## src/rtl/div_unit.sv

```systemverilog
// div_unit: iterative RV32M divider (DIV/DIVU/REM/REMU), one restoring
// shift-subtract step per cycle.  FSM: IDLE -> CALC (32 steps) -> FIX -> DONE.
// Optional feature macro: DIV_FAST_SPECIAL_EN -- divide-by-zero and signed
// overflow skip the iteration and finish straight from the accepting edge.
module div_unit #(
    parameter int XLEN  = 32,
    parameter int CNT_W = 5
) (
    input  logic            clk,
    input  logic            rst_n,
    input  logic            start,
    input  logic [1:0]      op,
    input  logic [XLEN-1:0] a,
    input  logic [XLEN-1:0] b,
    input  logic            flush,
    output logic            busy,
    output logic            done,
    output logic [XLEN-1:0] result
);

    localparam logic [1:0] S_IDLE = 2'd0;
    localparam logic [1:0] S_CALC = 2'd1;
    localparam logic [1:0] S_FIX  = 2'd2;
    localparam logic [1:0] S_DONE = 2'd3;

    localparam logic [XLEN-1:0] MIN_NEG = {1'b1, {(XLEN-1){1'b0}}};
    localparam logic [XLEN-1:0] ALL_ONE = {XLEN{1'b1}};

    logic [1:0]      state;
    logic [CNT_W-1:0] cnt;
    logic [XLEN-1:0] q, d, rem, a_org;
    logic [1:0]      op_r;
    logic            neg_q, neg_r, div_zero, ovf;

    // operand conditioning for the accepting edge
    logic            a_neg, b_neg, in_zero, in_ovf, accept;
    logic [XLEN-1:0] a_mag, b_mag;

    // one restoring step (33-bit unsigned subtract, borrow in the top bit)
    logic [XLEN:0]   rem33, diff;
    logic            borrow;

    // sign fix-up and special-case override
    logic [XLEN-1:0] q_fix, r_fix, fix_res;
`ifdef DIV_FAST_SPECIAL_EN
    logic [XLEN-1:0] fast_res;
`endif

    assign busy = (state != S_IDLE);
    assign done = (state == S_DONE);

    // DONE is the last busy cycle; a start there is taken on the edge leaving it
    assign accept  = start & ~flush & ((state == S_IDLE) | (state == S_DONE));
    assign a_neg   = op[0] & a[XLEN-1];
    assign b_neg   = op[0] & b[XLEN-1];
    // magnitude of the most negative value stays 0x80000000 as unsigned
    assign a_mag   = a_neg ? (~a + 1'b1) : a;
    assign b_mag   = b_neg ? (~b + 1'b1) : b;
    assign in_zero = (b == '0);
    assign in_ovf  = op[0] & (a == MIN_NEG) & (b == ALL_ONE);

    assign rem33   = {rem, q[XLEN-1]};
    assign diff    = rem33 - {1'b0, d};
    assign borrow  = diff[XLEN];

    // final quotient/remainder with RV32M special values forced over the datapath
    always_comb begin
        q_fix = neg_q ? (~q + 1'b1) : q;
        r_fix = neg_r ? (~rem + 1'b1) : rem;
        if (div_zero) begin
            q_fix = ALL_ONE;
            r_fix = a_org;
        end else if (ovf) begin
            q_fix = MIN_NEG;
            r_fix = '0;
        end
        fix_res = op_r[1] ? r_fix : q_fix;
    end

`ifdef DIV_FAST_SPECIAL_EN
    // special-case result straight from the request operands
    always_comb begin
        if (in_zero) fast_res = op[1] ? a : ALL_ONE;
        else         fast_res = op[1] ? '0 : MIN_NEG;
    end
`endif

    // FSM, iteration datapath and result register
    always_ff @(posedge clk or negedge rst_n) begin
        if (!rst_n) begin
            state    <= S_IDLE;
            cnt      <= '0;
            q        <= '0;
            d        <= '0;
            rem      <= '0;
            a_org    <= '0;
            op_r     <= '0;
            neg_q    <= 1'b0;
            neg_r    <= 1'b0;
            div_zero <= 1'b0;
            ovf      <= 1'b0;
            result   <= '0;
        end else if (flush) begin
            state <= S_IDLE;
        end else begin
            case (state)
                S_IDLE, S_DONE: begin
                    if (accept) begin
                        op_r     <= op;
                        a_org    <= a;
                        q        <= a_mag;
                        d        <= b_mag;
                        rem      <= '0;
                        cnt      <= CNT_W'(XLEN - 1);
                        neg_q    <= a_neg ^ b_neg;
                        neg_r    <= a_neg;
                        div_zero <= in_zero;
                        ovf      <= in_ovf;
`ifdef DIV_FAST_SPECIAL_EN
                        if (in_zero || in_ovf) begin
                            result <= fast_res;
                            state  <= S_DONE;
                        end else begin
                            state  <= S_CALC;
                        end
`else
                        state    <= S_CALC;
`endif
                    end else begin
                        state <= S_IDLE;
                    end
                end
                S_CALC: begin
                    if (borrow) begin
                        rem <= rem33[XLEN-1:0];
                        q   <= {q[XLEN-2:0], 1'b0};
                    end else begin
                        rem <= diff[XLEN-1:0];
                        q   <= {q[XLEN-2:0], 1'b1};
                    end
                    if (cnt == '0) state <= S_FIX;
                    else           cnt   <= cnt - 1'b1;
                end
                S_FIX: begin
                    result <= fix_res;
                    state  <= S_DONE;
                end
                default: state <= S_IDLE;
            endcase
        end
    end

endmodule

```

## config.mk

```make
export PLATFORM = sky130hd
export DESIGN_NAME = div_unit
export DESIGN_NICKNAME = d
export VERILOG_FILES = /design/src/rtl/div_unit.sv
export SDC_FILE = /design/constraint.sdc
export NUM_CORES = 1
export LEC_CHECK = 0
export CAP_MARGIN = 15
export CORE_UTILIZATION = 35
export CTS_BUF_LIST = sky130_fd_sc_hd__clkbuf_8 sky130_fd_sc_hd__clkbuf_16
export DETAILED_ROUTE_END_ITERATION = 16
export PLACE_DENSITY_LB_ADDON = 0.1
export SLEW_MARGIN = 10
export SYNTH_ARGS = -nofsm -noshare
export SYNTH_HDL_FRONTEND = slang
export SYNTH_SLANG_ARGS = --single-unit
```

## constraint.sdc

```tcl
create_clock -name clk -period 3.8 [get_ports clk]
set_input_delay 0.76 -clock clk [delete_from_list [all_inputs] [get_ports clk]]
set_output_delay 0.76 -clock clk [all_outputs]
set_load 0.02 [all_outputs]
```

Word level (Yosys, flattened, before mapping)
Cells that the tools add are included.
{"block": "word_totals", "reg_bits": 173, "inputBits": 70, "out_inout_bits": 34}
{"block": "op_classes", "n_addsub": 6, "n_eq_ne": 8, "muxes": 22, "bitwise_logic": 13, "reduce_logical": 10}
{"op": "2-to-1 mux 32 bit", "count": 12}
{"op": "adder 32 x 1 -> 32 bit (second input constant)", "count": 4}
{"op": "inverter 32 bit", "count": 4}
{"op": "one-hot mux 32 bit (2 select lines)", "count": 2}
{"op": "equality test 32 bit (second input constant)", "count": 2}
{"op": "subtractor 33 x 32 -> 33 bit", "count": 1}
{"op": "logical NOT 32 bit", "count": 1}
{"op": "2-to-1 mux 5 bit", "count": 2}
{"op": "one-hot mux 5 bit (2 select lines)", "count": 1}
{"op": "bitwise AND 1 bit", "count": 6}
{"op": "one-hot mux 2 bit (3 select lines)", "count": 1}
{"op": "AND reduction 3 bit", "count": 2}
{"op": "logical NOT 5 bit", "count": 1}
{"op": "subtractor 5 x 1 -> 5 bit (second input constant)", "count": 1}
{"op": "equality test 2 bit (second input constant)", "count": 2}
{"op": "2-to-1 mux 2 bit", "count": 2}
{"op": "!= test 2 bit (second input constant)", "count": 2}
{"op": "AND reduction 4 bit", "count": 1}
{"op": "nonzero test 2 bit", "count": 2}
{"op": "!= test 3 bit (second input constant)", "count": 1}
{"op": "equality test 2 x 1 -> 1 bit (second input constant)", "count": 1}
{"op": "logical NOT 2 bit", "count": 1}
{"op": "2-to-1 mux 1 bit", "count": 2}
{"op": "AND reduction 2 bit", "count": 1}
{"op": "other kinds (4)", "count": 4}

Longest topological paths before layout
{"block": "depth", "word_depth": 6, "depth_mapped": 14}

Worst setup path after synthesis
OpenSTA, ideal clock, no wires.
{"block": "synth_path", "kind": "reg-to-reg", "startpoint": "reg q[31]", "endpoint": "reg rem[7]", "setup_time_ps": 122, "arrival_ps": 3260, "t_required_ps": 3678, "slack_ps": 418, "path_stages_with_launch": 15, "n_path_buf": 1, "synth_period_minus_slack_ps": 3382, "path_cell_list": "dfrtp_1 > inv_1 > ha_1 > fa_1 > nand2b_1 > a21oi_1 > o21ai_0 > a31oi_1 > a2111oi_0 > o211ai_1 > o211a_2 > xor2_2 > buf_2 > nand2_1 > a32o_1"}
{"block": "synth_between", "elab_chain_cells": 3}
{"item": "start: declaration", "line_no": "31", "text": "logic [XLEN-1:0] q, d, rem, a_org;"}
{"item": "start signal: assignment", "line_no": "111", "text": "q <= a_mag;"}
{"item": "start signal: assignment", "line_no": "136", "text": "q <= {q[XLEN-2:0], 1'b0};"}
{"item": "start signal: assignment", "line_no": "139", "text": "q <= {q[XLEN-2:0], 1'b1};"}
{"item": "subtractor 33 x 32 -> 33 bit", "line_no": "63", "text": "assign diff = rem33 - {1'b0, d};"}
{"item": "2-to-1 mux 32 bit", "line_no": "134", "text": "if (borrow) begin"}
{"item": "one-hot mux 32 bit (2 select lines)", "line_no": "106", "text": "case (state)"}
{"item": "end signal: assignment", "line_no": "135", "text": "rem <= rem33[XLEN-1:0];"}
{"item": "end signal: assignment", "line_no": "138", "text": "rem <= diff[XLEN-1:0];"}
{"item": "end: declaration", "line_no": "31"}
No other way between the ends.
A chain may end at the register's enable or synchronous reset.

Worst setup path after layout
{"block": "layout_path", "startpoint": "reg q[31]", "endpoint": "reg rem[4]"}
The elaborated chain is that of the path after synthesis.

==> metrics.md <==
| Metric | Value |
|---|---|
| Number of flops mapped to enable cells by yosys | 0 |
| Synth Cell Area | ~0.012 sq mm |
| Static leakage | between 6 and 7 nW |
| # rows | 67 |
| CTS buffer count | 17 |
| Vias in the first global route | around 11k |
| Synth-to-layout area growth | 19.9% |
| Overall Power | ~9.7 mW |
| Largest net degree at the start of global routing | 90 |
| Vias | between 10k and 15k |
| Sequential share of power | a little under a third |
| Main combinational cell family by area after synthesis | compound AO/OA/AOI/OAI gates |
| Comb pwr share | just over 50% |
| Antenna Nets Post-Route | 0 |
| Initial Util | 35.7% |
| Total wire length | between 30 and 40 mm |
| Placed Area | between 0.01 and 0.015 sq mm |
| Internal power | 5.34 mW |
| H-tree depth | 4 |
| Crit-path slowest cell | fa_1 |
| Core Area | around 0.034 sq mm |
| Synth Area in Simple Gates | 18.9% |
| GR Util met3 | a little over 3% |
| # diodes | 0 |
| Slew HR | 28.6% |
| Dpl ws | between 0.09 and 0.1 ns |
| Largest stage delay on the critical path | ~0.39 ns |
| Max Clk Rate | roughly 280 MHz |
| Total of max-cap violations | 0 |
| Final Cell Area | about 0.014 sq mm |
| GRT busiest layer | met2 |
| 1st-pass router iterations | 5 |
| Switching pwr | about 4.3 mW |
| Crit path DAT | around 3.9 ns |
| Final hold vios | 0 |
| Global router's overall resource usage | 21.7% |
| Peak fanout along the critical path | 8 |
| Die area | approximately 0.035 sq mm |
| Die width | approximately 190 um |
| Root buffer cell | clkbuf_16 |
| # clock sinks | 172 |
| Syn Inst Count | approximately 1.5k |
| Yosys reg bits | 172 |
| IO Port Bufs | between 100 and 150 |
| Worst path cell trace | inv_1 -> ha_1 -> fa_1 -> nand2b_1 -> a21oi_1 -> o21ai_1 -> a31oi_2 -> a2111oi_0 -> buf_4 -> o211ai_1 -> o211a_2 -> xor2_4 -> buf_4 -> mux2i_1 -> o21ai_1 |
| DRT iter0 DRCs | approximately 650 |
| Ys flop type | dfrtp_1 |
| Post-synthesis xor/xnor area fraction | a little over a tenth |
| Post-synthesis mux area share | between 2 and 3% |
| First-pass GRT wire length | approximately 60 mm |
| HP Class | primary input to asynchronous set/reset pin |
| Yosys Warn Count | 0 |
| Power density of the placed cells | 671 mW/mm^2 |
| CP endpoint kind | register |
| Grt met1 use | roughly a third |
| Area share of the largest cell type after synthesis | ~36% |
| Worst-path clk slew | 0.07 ns |
| Post-route setup slack | roughly 0.23 ns |
| CP Buf/Inv Count | 3 |
| Netlist cell types | between 60 and 70 |
| Top delay family on crit path | compound AO/OA/AOI/OAI gates |
| Leading area contributor after synthesis | dfrtp_1 |
| Fin Clk Skew | 0.0186 ns |
| FILL cells | 3478 |
| Clk buf depth | 2 |
| Crit start category | register |
| Routability cong. | approximately 0.87 |
| Syn_area_per_cell | roughly 7.9 sq um |
| Post-synthesis sequential area ratio | between 30 and 40% |
| Worst-margin pin slew | 1.07 ns |
| DRC | 0 |
| Post-synthesis compound-gate area fraction | 22.4% |
| CP Class | register to register |
| Share of synthesized cell area in full adder, half adder and majority cells | under 10% |
| Initial antenna violation count | 2 |
| Worst skew pair latency | ~0.45 ns |
| DR WL/cell | approximately 18 um |
| Vias/cell | 5.24 |
| RR Startpoint | q[31]$_DFFE_PN0P_ |
| DP Wirelength | 28.1 mm |
| Switch share | 44.9% |
| Met2 Resource Use GR | approximately 33% |
| Synth Net Count | around 1.6k |
| Min Tclk post-route | around 3.6 ns |
| Clk network pwr share | 18.0% |
| Setup violators final | 0 |
| Worst setup startpoint | q[31]$_DFFE_PN0P_ |
| GR Overflow Total | 0 |
| Nets | between 1.5k and 2k |
| Share of layout cells above drive strength 1 | between 7 and 8% |
| Max Slew Vio Count | 0 |
| CTS tree | done |
| Post-synthesis async set-or-reset flop share | between 90% and 100% |
| Period utilisation layout | 94.0% |
| Crit path required time | between 4 and 5 ns |
| I/O pin cnt | roughly 100 |
| Peak supply drop | around 0.00036 V |
| Synth top area cells | dfrtp_1 36%, nand2_1 8.5%, o21ai_0 7.6% |
| Die Height | between 150 and 200 um |
| CTS hold repair buffers | 0 |
| Status | finished, final reports clean |
Yosys cell counts, drive strengths merged, types with 4 or more instances:
library cell,n
o21ai,197
nand2b,18
a21oi,144
buf,14
o22ai,10
inv,70
nor2b,10
ha,43
mux2i,31
a211oi,5
dfrtp,172
nor4,12
xnor2,89
o211ai,5
o21bai,4
nand4,15
or4,17
nand3,14
nor3,20
and2,5
xor2,54
and3,7
a21o,17
o31ai,26
nor2,94
o41ai,12
o31a,5
nand2,271
a31oi,13
o21a,5
or3,16
clkbuf,71
sequential cells by signal, indices dropped and copies added, names as in the netlist:
signal,cells
q,32
ovf,1
neg_q,1
d,32
rem,32
op_r,1
result,32
state,2
a_org,32
div_zero,1
neg_r,1
cnt,5
path summary, 6_finish.rpt:
path | to | slack (ns) | cells after the start
setup / recovery | rem[4]$_DFFE_PN0P_ | 0.23 | 15
hold / removal | a_org[16]$_DFFE_PN0P_ | 0.30 | 1
setup reg to reg | rem[4]$_DFFE_PN0P_ | 0.23 | 15
hold reg to reg | a_org[28]$_DFFE_PN0P_ | 0.47 | 2
max in group asynchronous | result[31]$_DFFE_PN0P_ | 2.62 | 2
min in group clk | a_org[28]$_DFFE_PN0P_ | 0.47 | 2
power by group through the flow:
stage               registers (mW)  logic, mW  clock network (mW)
floorplan                     3.08       3.14                   0
global placement              3.09       4.84                   0
detailed placement            3.10       4.87                   0
CTS                           3.06       4.88                1.78
global route                  3.17       5.43                1.85
finish                        3.06       4.88                1.74
cells in the final DEF (no fill, tap or decap), types with 10 or more instances in the layout:
master and count:
o22ai_1 10, xnor2_1 89, o21ai_1 15, clkbuf_16 17, nor4_1 12, clkdlybuf4s50_1 102, xor2_1 53, a31oi_1 12
nor3_1 19, nand4_1 15, nand3_1 14, o31ai_1 23, nor2_1 93, buf_4 58, a21o_1 17, inv_1 73
o41ai_1 11, mux2i_1 31, dfrtp_1 172, ha_1 42, or4_1 13, nand2_1 269, nor2b_1 10, o21ai_0 181
nand2b_1 18, a21oi_1 144, or3_1 13
timing repair:
item                       4_1_cts  5_1_grt
buffers inserted                 0        1
setup endpoints to repair        0       27
gates resized for setup          0        2
cells by family after synthesis:
group	count (synthesis)
fa+ha+maj	44
buf+inv	155
mux	34
xor+xnor	143
simple gates	506
flops	172
compound gates	465
through the flow:
| stage | util, % | instances | setup TNS, ns | hold WS (ns) |
|---|---|---|---|---|
| 6_report | 42.8 | 2080 | 0 | 0.302 |
| 3_3_place_gp | 41.0 | 2046 | 0 | 0.455 |
| 2_1_floorplan | - | 1519 | 0 | 0.437 |
| 3_5_place_dp | 41.0 | 2046 | 0 | 0.456 |
| 5_1_grt | 42.8 | 2080 | -0.0000657 | 0.360 |
| 4_1_cts | 42.7 | 2078 | 0 | 0.337 |
routing by layer:
| metal | wire length [um] | up-vias |
|---|---|---|
| li1 | - | 5488 |
| met1 | 18800 | 5139 |
| met2 | 16400 | 237 |
| met3 | 1600 | 40 |
| met4 | 753 | 0 |
| met5 | 0 | - |
final cells by class:
cell class                      instances  area (sq um)  area share [%]
Clock inverter                         14           123           0.850
Clock buffer                           18           439            3.05
Sequential cell                       172          4300            29.8
Multi-Input combinational cell       1193          7190            49.8
Tap cell                              448           561            3.89
Inverter                               70           263            1.82
Timing Repair Buffer                  165          1550            10.7
worst reg2reg max path, cell delays in order (launching register included):
cell	delay, ns
dfrtp_1	0.35
inv_1	0.07
ha_1	0.23
fa_1	0.39
nand2b_1	0.17
a21oi_1	0.19
o21ai_1	0.17
a31oi_2	0.26
a2111oi_0	0.14
buf_4	0.16
o211ai_1	0.15
o211a_2	0.31
xor2_4	0.31
buf_4	0.25
mux2i_1	0.20
o21ai_1	0.07
Power figures use the tool's default switching activity.
==> RTL change (config.mk and constraints unchanged) <==
Change the parameter `XLEN` from 32 to 64.
--- a/src/rtl/div_unit.sv
+++ b/src/rtl/div_unit.sv
@@ -4,5 +4,5 @@
 // overflow skip the iteration and finish straight from the accepting edge.
 module div_unit #(
-    parameter int XLEN  = 32,
+    parameter int XLEN  = 64,
     parameter int CNT_W = 5
 ) (
Interface: changed (resized a, b and result); port bits go from 104 to 200. No check against the original RTL was run, so the function may have changed too.
==> RTL change against the original RTL <==
  * The flow now finishes with violations (setup timing)
  * Final area is 120% higher
  * First-iteration DRC count grew to 3.9 times the old value
  * Area after synthesis is 100% higher
  * Sequential power is 110% higher
  * Total power grew to 2.6 times the old value
  * Routed wire length grew to 2.8 times the old value
  * Synthesized cell count is 100% higher
  * Sequential cell count is 160 higher
  * Worst setup slack worse by 0.28 ns
  * Worst hold slack worse by 0.14 ns
  * Die area is 99% higher
==> RTL change: results (changes against the original RTL) <==
status finished with violations (was completed); failing checks setup timing; delay-heaviest family, CP compound AO/OA/AOI/OAI gates (unchanged); Peak VDD IR 0.461 mV (was 0.360 mV); clock-pin slew on the worst setup and hold paths 0.07 ns (about the same); fin. max-slew vios 0 (unchanged); Synth area leaders dfrtp_1 34%, nand2_1 8.8%, o21ai_0 6.7% (was dfrtp_1 36%, nand2_1 8.5%, o21ai_0 7.6%); worst-skew pair later-pin latency 0.61 ns (was 0.45 ns); clk_skew 0.0476 ns (was 0.0186 ns); Critical R2R Capture rem[4]$_DFFE_PN0P_ (unchanged); initial antenna violation count 6 (was 2); n_diodes 0 (unchanged); Net Sw Frac 47.1% (was 44.9%); Adder-Cell Fraction of Synth Area 3.97% (was 4.64%); final setup vio count 22 (was 0); Critical Path Fanout Max 9 (was 8); fillers 6706 (was 3478); Rel. slew slack 23.6% (was 28.6%); CTS root buffer clkbuf_16 (unchanged); commonest cells in the netlist 568 x nand2_1, 332 x dfrtp_1, 322 x o21ai_0 (was 271 x nand2_1, 182 x o21ai_0, 172 x dfrtp_1); count of cell types in the netlist 87 (was 64); CP endpoint rem[4]$_DFFE_PN0P_ (unchanged); Synth Warn # 0 (unchanged); vias in the first global route 24600 (was 10600); Synth Area in XOR/XNOR 10.7% (was 10.5%); H-tree levels 2 (was 4); post-synthesis compound-gate area fraction 24.0% (was 22.4%); ys async rst share 100% (unchanged); Hold Path Class primary input to async pin (unchanged); Slowest cell on crit path o31a_1 (was fa_1); worst reg2reg path depth 16 (was 15); Critical Path Source d[0]$_DFFE_PN0P_ (was q[31]$_DFFE_PN0P_); syn nets 3306 (was 1633); Setup WS post-layout -0.0567 ns (was 0.228 ns); leakage 14.0 nW (was 6.24 nW); clock tree buffer depth 3 (was 2); Final nets 3750 (was 1733); GP Congestion 0.989 (was 0.872); first-pass detailed-route iteration total 6 (was 5); pin count of the biggest net entering global routing 108 (was 90); Iteration-0 DRC Markers 2520 (was 647); DRT Wirelength 106000 um (was 37600 um); Via density 5.74 (was 5.24); CP arrival 4.32 ns (was 3.86 ns); Logic power comb 14.4 mW (was 4.88 mW); Buffers on Ports 199 (was 103); ys flop type dfrtp_1 (unchanged); first-pass GRT wire length 157000 um (was 59800 um); fraction of layout cells with a size suffix above 1 16.3% (was 7.41%); clock power share 16.5% (was 18.0%); Worst path max stage delay 0.46 ns (was 0.39 ns); Post-Place Worst Slack -0.466 ns (was 0.0907 ns); mux cell area share after synthesis 0.518% (was 2.86%); post-synthesis sequential area ratio 34.4% (was 35.8%); combinational share of power 57.5% (was 50.4%); final hold vios 0 (unchanged); CTS buffer count 42 (was 17); gr usage total 29.5% (was 21.7%); Post-DP HPWL 80000 um (was 28100 um)
[RTL change: changes by cell type in the layout (fill, tap and decap cells not counted), moves of 95 or more]
cell / unedited run / this run
nand2_1: 269 / 565
dfrtp_1: 172 / 327
buf_4: 58 / 355
a21oi_1: 144 / 239
o21ai_0: 181 / 314
nor2_1: 93 / 215
clkdlybuf4s50_1: 102 / 198
[RTL change: cell type report]
class / count / area, um2 / area share [%]
clock buffers: 51 / 1190 / 3.73
clock inverters: 24 / 209 / 0.657
inverters: 110 / 413 / 1.30
flip-flops and latches: 332 / 8310 / 26.1
well taps: 873 / 1090 / 3.43
repair buffers: 595 / 5380 / 16.9
multi-input cells: 2459 / 15200 / 47.8
[RTL change: per-layer routing]
layer  vias to the layer above  track usage [%]  wire, um
met3                       204             4.97      7500
met4                        10             9.84      4110
met1                     12400             40.5     47100
met5                         -                0        75
met2                       989             46.8     47400
li1                      11900                -         -
[RTL change: timing repair]
action                                  4_1_cts  5_1_grt
endpoints found under the setup margin       68       85
resized for setup                            80       87
setup buffers                                 7       14
hold buffers                                  0        0
pin swaps                                    12       49
cloned                                        4        7
[RTL change: metrics by stage]
| step | cell area, um2 | TNS [ns] | instances | hold slack (ns) |
|---|---|---|---|---|
| final | 31800 | -0.599 | 4444 | 0.161 |
| after CTS | 31200 | -0.0185 | 4425 | 0.201 |
| after detailed placement | 29500 | -26.94 | 4340 | 0.458 |
| after global placement | 29500 | -20.04 | 4340 | 0.451 |
| after global routing | 31800 | -6.66 | 4444 | 0.216 |
| after floorplan | 24100 | 0 | 3096 | 0.440 |
[RTL change: logic make-up after synthesis]
family | count (synthesis)
AOI/OAI and AO/OA | 937
xor gates and xnor gates | 295
adders and majority gates | 76
buffers and inverters | 305
DFF | 332
muxes | 12
and+or+nand+nor | 1139
